**config.mk**
```make
export PLATFORM = sky130hd
export DESIGN_NAME = dec_bcd_key_encoder
export DESIGN_NICKNAME = d
export VERILOG_FILES = /design/src/rtl/dec_bcd_key_encoder.sv
export SDC_FILE = /design/constraint.sdc
export NUM_CORES = 1
export LEC_CHECK = 0
export CAP_MARGIN = 10
export CORE_MARGIN = 5
export CORE_UTILIZATION = 35
export DETAILED_ROUTE_END_ITERATION = 8
export GPL_TIMING_DRIVEN = 0
export PLACE_DENSITY = 0.51
export SETUP_SLACK_MARGIN = 0.5
export SKIP_LAST_GASP = 1
export SYNTH_ARGS = -nofsm -noshare
export SYNTH_HDL_FRONTEND = slang
export SYNTH_SLANG_ARGS = --single-unit
```
**constraint.sdc**
```tcl
create_clock -name clk -period 10.4 [get_ports clk]
set_input_delay 1.04 -clock clk [delete_from_list [all_inputs] [get_ports clk]]
set_output_delay 1.04 -clock clk [all_outputs]
set_load 0.02 [all_outputs]
```
**src/rtl/dec_bcd_key_encoder.sv**
```systemverilog
// Decimal-to-BCD key encoder for a 10-line key bank.
// The raw lines are synchronised and debounced, and the highest pressed index is encoded.
// Each accepted press is delivered once as a registered BCD code on a valid/ready handshake.
module dec_bcd_key_encoder #(
    parameter int SYNC_STAGES     = 2,
    parameter int DEBOUNCE_CYCLES = 16
) (
    input  logic       clk,
    input  logic       rst_n,
    input  logic [9:0] KEY,
    input  logic       ready,
    output logic [3:0] BCD,
    output logic       valid,
    output logic       multi,
    output logic       overrun
);

    localparam int CW = $clog2(DEBOUNCE_CYCLES + 1);
    localparam logic [CW-1:0] CNT_LAST = CW'(DEBOUNCE_CYCLES - 1);

    typedef enum logic [1:0] {
        IDLE      = 2'd0,
        DEB_PRESS = 2'd1,
        HELD      = 2'd2,
        DEB_REL   = 2'd3
    } state_t;

    state_t                       state;
    logic [CW-1:0]                cnt;
    logic [9:0]                   snap;
    logic [SYNC_STAGES-1:0][9:0]  sync_q;
    logic [9:0]                   key_s;
    logic [3:0]                   code;
    logic                         multi_code;

    assign key_s = sync_q[SYNC_STAGES-1];

    // Highest set index wins, as in a 74147.
    // A set bit in 9 can never produce codes 10..15.
    function automatic logic [3:0] hi_index(input logic [9:0] s);
        logic [3:0] r;
        r = 4'd0;
        for (int i = 0; i < 10; i++)
            if (s[i]) r = 4'(i);
        return r;
    endfunction

    function automatic logic [3:0] ones(input logic [9:0] s);
        logic [3:0] n;
        n = 4'd0;
        for (int i = 0; i < 10; i++)
            n = n + {3'b000, s[i]};
        return n;
    endfunction

    assign code       = hi_index(snap);
    assign multi_code = (ones(snap) > 4'd1);

    // Synchroniser chain; stage 0 samples the raw asynchronous lines.
    always_ff @(posedge clk or negedge rst_n) begin
        if (!rst_n) sync_q <= '0;
        else        sync_q <= {sync_q[SYNC_STAGES-2:0], KEY};
    end

    // Debounce FSM and registered outputs. An accept in the same cycle as a consumption wins over the clear of valid.
    always_ff @(posedge clk or negedge rst_n) begin
        if (!rst_n) begin
            state   <= IDLE;
            cnt     <= '0;
            snap    <= '0;
            BCD     <= 4'd0;
            valid   <= 1'b0;
            multi   <= 1'b0;
            overrun <= 1'b0;
        end else begin
            overrun <= 1'b0;
            if (valid && ready) valid <= 1'b0;
            case (state)
                IDLE: begin
                    if (key_s != 10'd0) begin
                        snap  <= key_s;
                        cnt   <= '0;
                        state <= DEB_PRESS;
                    end
                end
                DEB_PRESS: begin
                    if (key_s != snap) begin
                        state <= IDLE;
                    end else if (cnt == CNT_LAST) begin
                        state <= HELD;
                        if (!valid || ready) begin
                            BCD   <= code;
                            multi <= multi_code;
                            valid <= 1'b1;
                        end else begin
                            overrun <= 1'b1;
                        end
                    end else begin
                        cnt <= cnt + 1'b1;
                    end
                end
                HELD: begin
                    if (key_s == 10'd0) begin
                        cnt   <= '0;
                        state <= DEB_REL;
                    end
                end
                DEB_REL: begin
                    if (key_s != 10'd0)       state <= HELD;
                    else if (cnt == CNT_LAST) state <= IDLE;
                    else                      cnt   <= cnt + 1'b1;
                end
                default: state <= IDLE;
            endcase
        end
    end

endmodule

```
==> metrics.yaml, run 1 <==
clk_latency_ns: 0.29
grt_usage_pct: 10.5
min_period_ns: 3.57
fmax_ghz: 0.280
routed_wl_mm: 3.44
seqPwrFrac_pct: 45.5
synthMuxAreaShare_pct: 4.45
dpl_cell_area_um2: 2270
ys.flop_type: "dfrtp_1"
synthSimpleGateAreaFrac_pct: 14.1
drt_iter0_markers: 65
min_period_over_period_pct: 34.3
final-seq-area_um2: 1100
pwr-share-clk_pct: 33.1
ctsRootBufferMaster: "clkbuf_8"
use_met1_pct: 13.9
synth_compound_area_share_pct: 7.70
io_pins: 20
die_w_um: 85.0
synth_xor_area_share_pct: 5.34
cp_cell_sequence: "fa_1 > inv_1 > fa_1 > fa_1 > inv_1 > ha_1 > inv_1 > fa_1 > a2111oi_0 > o21ai_0 > mux2_2"
dp_worst_setup_slack_ns: 6.85
grt_pass1_vias: 1266
clkTransAtPathRegs_ns: 0.09
switchingPower_mw: 0.115
drt_first_pass_iters: 4
start_util_pct: 35.9
cts_made_buffers: 5
timing.critical_path.to: "multi$_DFFE_PN0P_"
cts_hold_buf: 0
worst_pin_slew_ns: 0.521
rsz0062_at_grt: "no"
hold_ws_ns: 0.351
yosysUniqueCellTypes: 35
mostFrequentLayoutCells: "dfrtp_1, clkdlybuf4s50_1, inv_1"
p_total_mw: 0.422
synth_warnings: 0
worstHoldPathType: "reg2reg"
drive_above_1_share_pct: 11.9
gr-total-overflow: 0
numPortBuffers: 19
slew_headroom_pct: 65.3
r2r_cells: 11
crit_start: "snap[5]$_DFFE_PN0P_"
cp-start-kind: "register"
detail_route.vias_per_cell: 4.80
rrSetupSlack_ns: 6.83
cts_resized: 0
vias: 1273
syn_nets: 188
cts_tree: "done"
clockBufferDepth: 2
fp.dieH_um: 85.0
tns_ns: 0
fp.dieArea_um2: 7220
worstPathMaxFanout: 5
design_area_um2: 2400
yosysTopAreaCellShare_pct: 56.0
crit_top_cell: "fa_1"
power.density_nw_per_um2: 176
cap_violations: 0
grt.busiest_layer: "met2"
grt_max_degree: 25
post_cts.repair.setup_buffers: 0
synth_edf_count: 0
drc: 0
n_fill_cell: 530
crit_arrival_ns: 3.75
r2r_start: "snap[5]$_DFFE_PN0P_"
final_common_cell: "dfrtp_1"
avgSynthCellArea_um2: 11.9
core.rowCount: 27
grtUsageMet3_pct: 3.59
clock-sinks: 44
ir_worst_vdd_mv: 0.0698
core_um2: 5470
synth-adder-area-share_pct: 8.65
drv_slew: 0
nets: 215
dp_hpwl_mm: 2.61
synth_top_family_by_area: "simple AND/OR/NAND/NOR gates"
fin_ws_ns: 6.83
antenna_cells: 0
gp_congestion: 0.843
grt_pass1_wl_mm: 6.08
synthTopCellsByArea: "dfrtp_1, fa_1, xor2_1"
synthToLayoutAreaGrowth_pct: 21.8
p_int_mw: 0.307
worstSetupEndpointType: "register"
detail-route-antenna-nets: 0
slowest_stage: "fa_1"
antenna_found_initial: 0
wl_per_cell_um: 13.0
ys_ff_latch: 44
p_leak_nw: 1.07
fin_skew_ns: 0.0107
slowest_delay_ns: 0.55
timing.rr.end: "multi$_DFFE_PN0P_"
outcome: "completed"
path_class: "reg2reg"
min_from: "sync_q[1]$_DFF_PN0_"
htreeDepth: 2
synth_cells: 165
p_comb_share_pct: 21.4
yosysTopAreaCell: "dfrtp_1"
crit_required_ns: 10.58
use_met2_pct: 16.2
syn-cell-area_um2: 1970
switching_share_pct: 27.3
setup_viol: 0
multiInputGateArea_um2: 792
ys_async_sr_fraction_pct: 100
hold_viol: 0
yosysSeqAreaShare_pct: 56.0
==> final cells by class <==
class,count,share of cell area (%)
sequential,44,46.0
multi-input combinational,102,33.1
timing repair buffer,20,8.88
clock buffer,7,4.02
tap,72,3.76
inverter,17,2.66
clock inverter,1,1.25
buffer,2,0.418
==> flip-flops by register name (all words and copies together) (netlist names) <==
signal,cells
overrun,1
cnt,5
state,2
BCD,4
multi,1
key_s,10
valid,1
snap,10
sync_q,10
==> routing by layer <==
| layer | routed length, um | share of wire [%] | vias to the layer above |
|---|---|---|---|
| met5 | 0 | 0 | - |
| met4 | 20 | 0.58 | 0 |
| met3 | 177 | 5.2 | 2 |
| met2 | 1710 | 50 | 29 |
| met1 | 1530 | 45 | 635 |
| li1 | - | - | 607 |
==> worst max-delay path, delay by kind of cell, from the launching register on <==
| kind | cells | cell delay, ns |
|---|---|---|
| mux | 1 | 0.28 |
| fa+ha+maj | 5 | 1.98 |
| flops | 1 | 0.47 |
| compound gates | 2 | 0.57 |
| buf+inv | 3 | 0.17 |
==> metrics by stage <==
step / util [%] / std cells
5_1_grt: 43.8 / 265
6_report: 43.8 / 265
3_3_place_gp: 41.1 / 256
4_1_cts: 43.8 / 265
3_5_place_dp: 41.5 / 257
2_1_floorplan: - / 165
==> synth_stat cells (2+ instances only) <==
master    n
and2_1    2
xor2_1   10
dfrtp_1  44
buf_2     2
o21ai_0  14
mux2_2    6
nor4_1    2
inv_1    17
nand2_1  12
ha_1      4
nor2b_1   3
nor3_1    4
xnor2_1   2
nand3_1   6
mux2i_1   2
nor2_1    7
a21oi_1   4
or3_1     2
fa_1      6
==> cell families (layout without fill, tap and decap cells) <==
| logic type | count (synthesis) | after routing |
|---|---|---|
| DFF | 44 | 44 |
| muxes | 8 | 8 |
| buffers and inverters | 19 | 47 |
| and+or+nand+nor | 48 | 48 |
| xor gates and xnor gates | 12 | 12 |
| AOI/OAI and AO/OA | 24 | 24 |
| adders and majority gates | 10 | 10 |
==> worst min path at each step <==
stage          slack, ns  depth (start not counted)            endpoint
4_1_cts             0.35                          0  key_s[1]$_DFF_PN0_
6_report            0.35                          0  key_s[1]$_DFF_PN0_
3_3_place_gp        0.33                          0  key_s[0]$_DFF_PN0_
5_1_grt             0.36                          0  key_s[8]$_DFF_PN0_
3_5_place_dp        0.34                          0  key_s[1]$_DFF_PN0_
2_1_floorplan       0.33                          0  key_s[0]$_DFF_PN0_
==> power by group through the flow <==
stage / Combinational (mW) / Clock [mW] / Sequential (mW)
after floorplan: 0.0660 / 0 / 0.192
after global placement: 0.0859 / 0 / 0.195
after detailed placement: 0.0922 / 0 / 0.196
after CTS: 0.0930 / 0.145 / 0.192
after global routing: 0.105 / 0.151 / 0.194
final: 0.0902 / 0.140 / 0.192
Note: power is estimated with default switching activity, not from simulation.
==> run 2: changes to the inputs <==
PLACE_DENSITY = 0.52   (was 0.51)
clock period = 3.05 ns   (was 10.4 ns; I/O delays follow)
==> run 2 against run 1 <==
Effect of this change:
- the run now ends with negative setup slack left
- routed wire length increased by 4.1%
- fmax up 9.4%
- via count shrank 2.4%
- clock power rose to 2.6 times the previous value
- hold slack better by 0.0013 ns
- total power rose to 3.5 times the previous value
- cell count up 1.9%
- core utilization grew 0.73 points
- global-route usage is 0.27 points higher
- non-clock buffer count increased by 5
- register-to-register slack worse by 7.0 ns
- critical path type unchanged
- critical endpoint unchanged
- largest cell class unchanged
==> metrics.yaml, run 2 (synthesis gave the netlist of run 1 again) <==
outcome: "complete, but fails checks"
violations: "negative setup slack"
setup_viol: 1
routed_wl_mm: 3.58
fin_util_pct: 44.5
drt_first_pass_iters: 4
path_class: "reg2reg"
numPortBuffers: 19
fmax_ghz: 0.307
synthToLayoutAreaGrowth_pct: 23.9
grt_max_degree: 27
rsz0062_at_grt: "yes"
clk_latency_ns: 0.30
min_period_ns: 3.26
crit_top_cell: "fa_1"
slowest_delay_ns: 0.53
antenna_cells: 0
clkTransAtPathRegs_ns: 0.08
vias: 1243
clock-sinks: 44
worst_pin_slew_ns: 0.499
grt_pass1_wl_mm: 6.11
final_common_cell: "dfrtp_1"
detail_route.vias_per_cell: 4.60
dp_hpwl_mm: 2.65
hold_viol: 0
detail-route-antenna-nets: 0
cp_top_family: "adder cells"
gr-total-overflow: 0
crit_buf_inv: 3
design_area_um2: 2440
switching_share_pct: 32.7
power.density_nw_per_um2: 607
crit_required_ns: 3.24
cts_tree: "done"
drt_iter0_markers: 107
start_util_pct: 35.9
drive_above_1_share_pct: 18.2
fin_ws_ns: -0.210
worstSetupEndpointType: "register"
dpl_cell_area_um2: 2260
p_comb_share_pct: 31.4
worstPathMaxFanout: 2
cap_violations: 0
cp_cell_sequence: "fa_1 > inv_1 > fa_1 > fa_1 > inv_2 > ha_4 > inv_1 > fa_2 > a2111oi_4 > o21ai_2 > mux2_2"
ctsRootBufferMaster: "clkbuf_8"
io_pins: 20
grt_usage_pct: 10.7
fp.dieArea_um2: 7220
seqPwrFrac_pct: 44.0
switchingPower_mw: 0.484
mostFrequentLayoutCells: "dfrtp_1, clkdlybuf4s50_1, inv_1"
worstHoldPathType: "reg2reg"
wl_per_cell_um: 13.2
grt_pass1_vias: 1327
fp.dieH_um: 85.0
cp-start-kind: "register"
die_w_um: 85.0
htreeDepth: 2
slew_headroom_pct: 66.6
gp_congestion: 0.840
core.rowCount: 27
drv_slew: 0
clockBufferDepth: 2
pwr-share-clk_pct: 24.6
cts_made_buffers: 5
fin_skew_ns: 0.00907
antenna_found_initial: 0
p_int_mw: 0.995
ir_worst_vdd_mv: 0.277
p_leak_nw: 1.06
core_um2: 5470
min_period_over_period_pct: 107
drc: 0
crit_arrival_ns: 3.45
nets: 220
p_total_mw: 1.48
slowest_stage: "fa_1"
-- run 2: layout make-up --
class | count | area [um2]
Fill cell | 521 | 3040
Sequential cell | 44 | 1100
Multi-Input combinational cell | 102 | 830
Timing Repair Buffer | 25 | 245
Tap cell | 72 | 90.1
Clock buffer | 5 | 68.8
Inverter | 17 | 63.8
Clock inverter | 3 | 23.8
Buffer | 2 | 10.0
-- run 2: path summary, 6_finish.rpt --
kind	from	end	slack, ns	cells after the start
max in group asynchronous	rst_n	snap[9]$_DFFE_PN0P_	2.07	3
worst max-delay path	snap[9]$_DFFE_PN0P_	multi$_DFFE_PN0P_	-0.21	11
worst min register to register	sync_q[4]$_DFF_PN0_	key_s[4]$_DFF_PN0_	0.35	0
worst min-delay path	sync_q[4]$_DFF_PN0_	key_s[4]$_DFF_PN0_	0.35	0
worst max register to register	snap[9]$_DFFE_PN0P_	multi$_DFFE_PN0P_	-0.21	11
min in group asynchronous	rst_n	overrun$_DFF_PN0_	0.48	2
-- run 2: what timing repair did --
| item | CTS | global route |
|---|---|---|
| gates resized for setup | 12 | 1 |
| hold buffers | 1 | 0 |
| cloned | 0 | 0 |
| endpoints found under the hold margin | 18 | 0 |
| setup buffers | 4 | 0 |
| setup endpoints to repair | 1 | 1 |
| pin swaps | 4 | 1 |
-- run 2: metrics by stage --
step	TNS [ns]	setup WS [ns]	instances	hold WS, ns
after floorplan	-0.200	-0.200	165	0.00941
after global placement	-0.380	-0.380	256	0.332
after detailed placement	-0.450	-0.450	257	0.276
after CTS	-0.198	-0.198	270	0.352
after global routing	-0.354	-0.354	270	0.362
final	-0.210	-0.210	270	0.352
-- run 2: power groups by stage --
stage | sequential [mW] | combinational [mW] | clock (mW)
2_1_floorplan | 0.655 | 0.225 | 0
3_3_place_gp | 0.666 | 0.293 | 0
3_5_place_dp | 0.667 | 0.315 | 0
4_1_cts | 0.650 | 0.440 | 0.384
5_1_grt | 0.655 | 0.530 | 0.408
6_report | 0.651 | 0.464 | 0.364
-- run 2: metal layers --
| metal | wire [um] | GRT usage (%) |
|---|---|---|
| met5 | 0 | 0 |
| met4 | 58 | 4.17 |
| met3 | 172 | 3.20 |
| met2 | 1750 | 17.7 |
| met1 | 1600 | 13.2 |
-- run 2: worst register-to-register path, stage by stage, from the launching register on --
cell and delay (ns):
dfrtp_2 0.43, fa_1 0.53, inv_1 0.05, fa_1 0.53
fa_1 0.43, inv_2 0.08, ha_4 0.14, inv_1 0.05
fa_2 0.35, a2111oi_4 0.22, o21ai_2 0.08, mux2_2 0.26
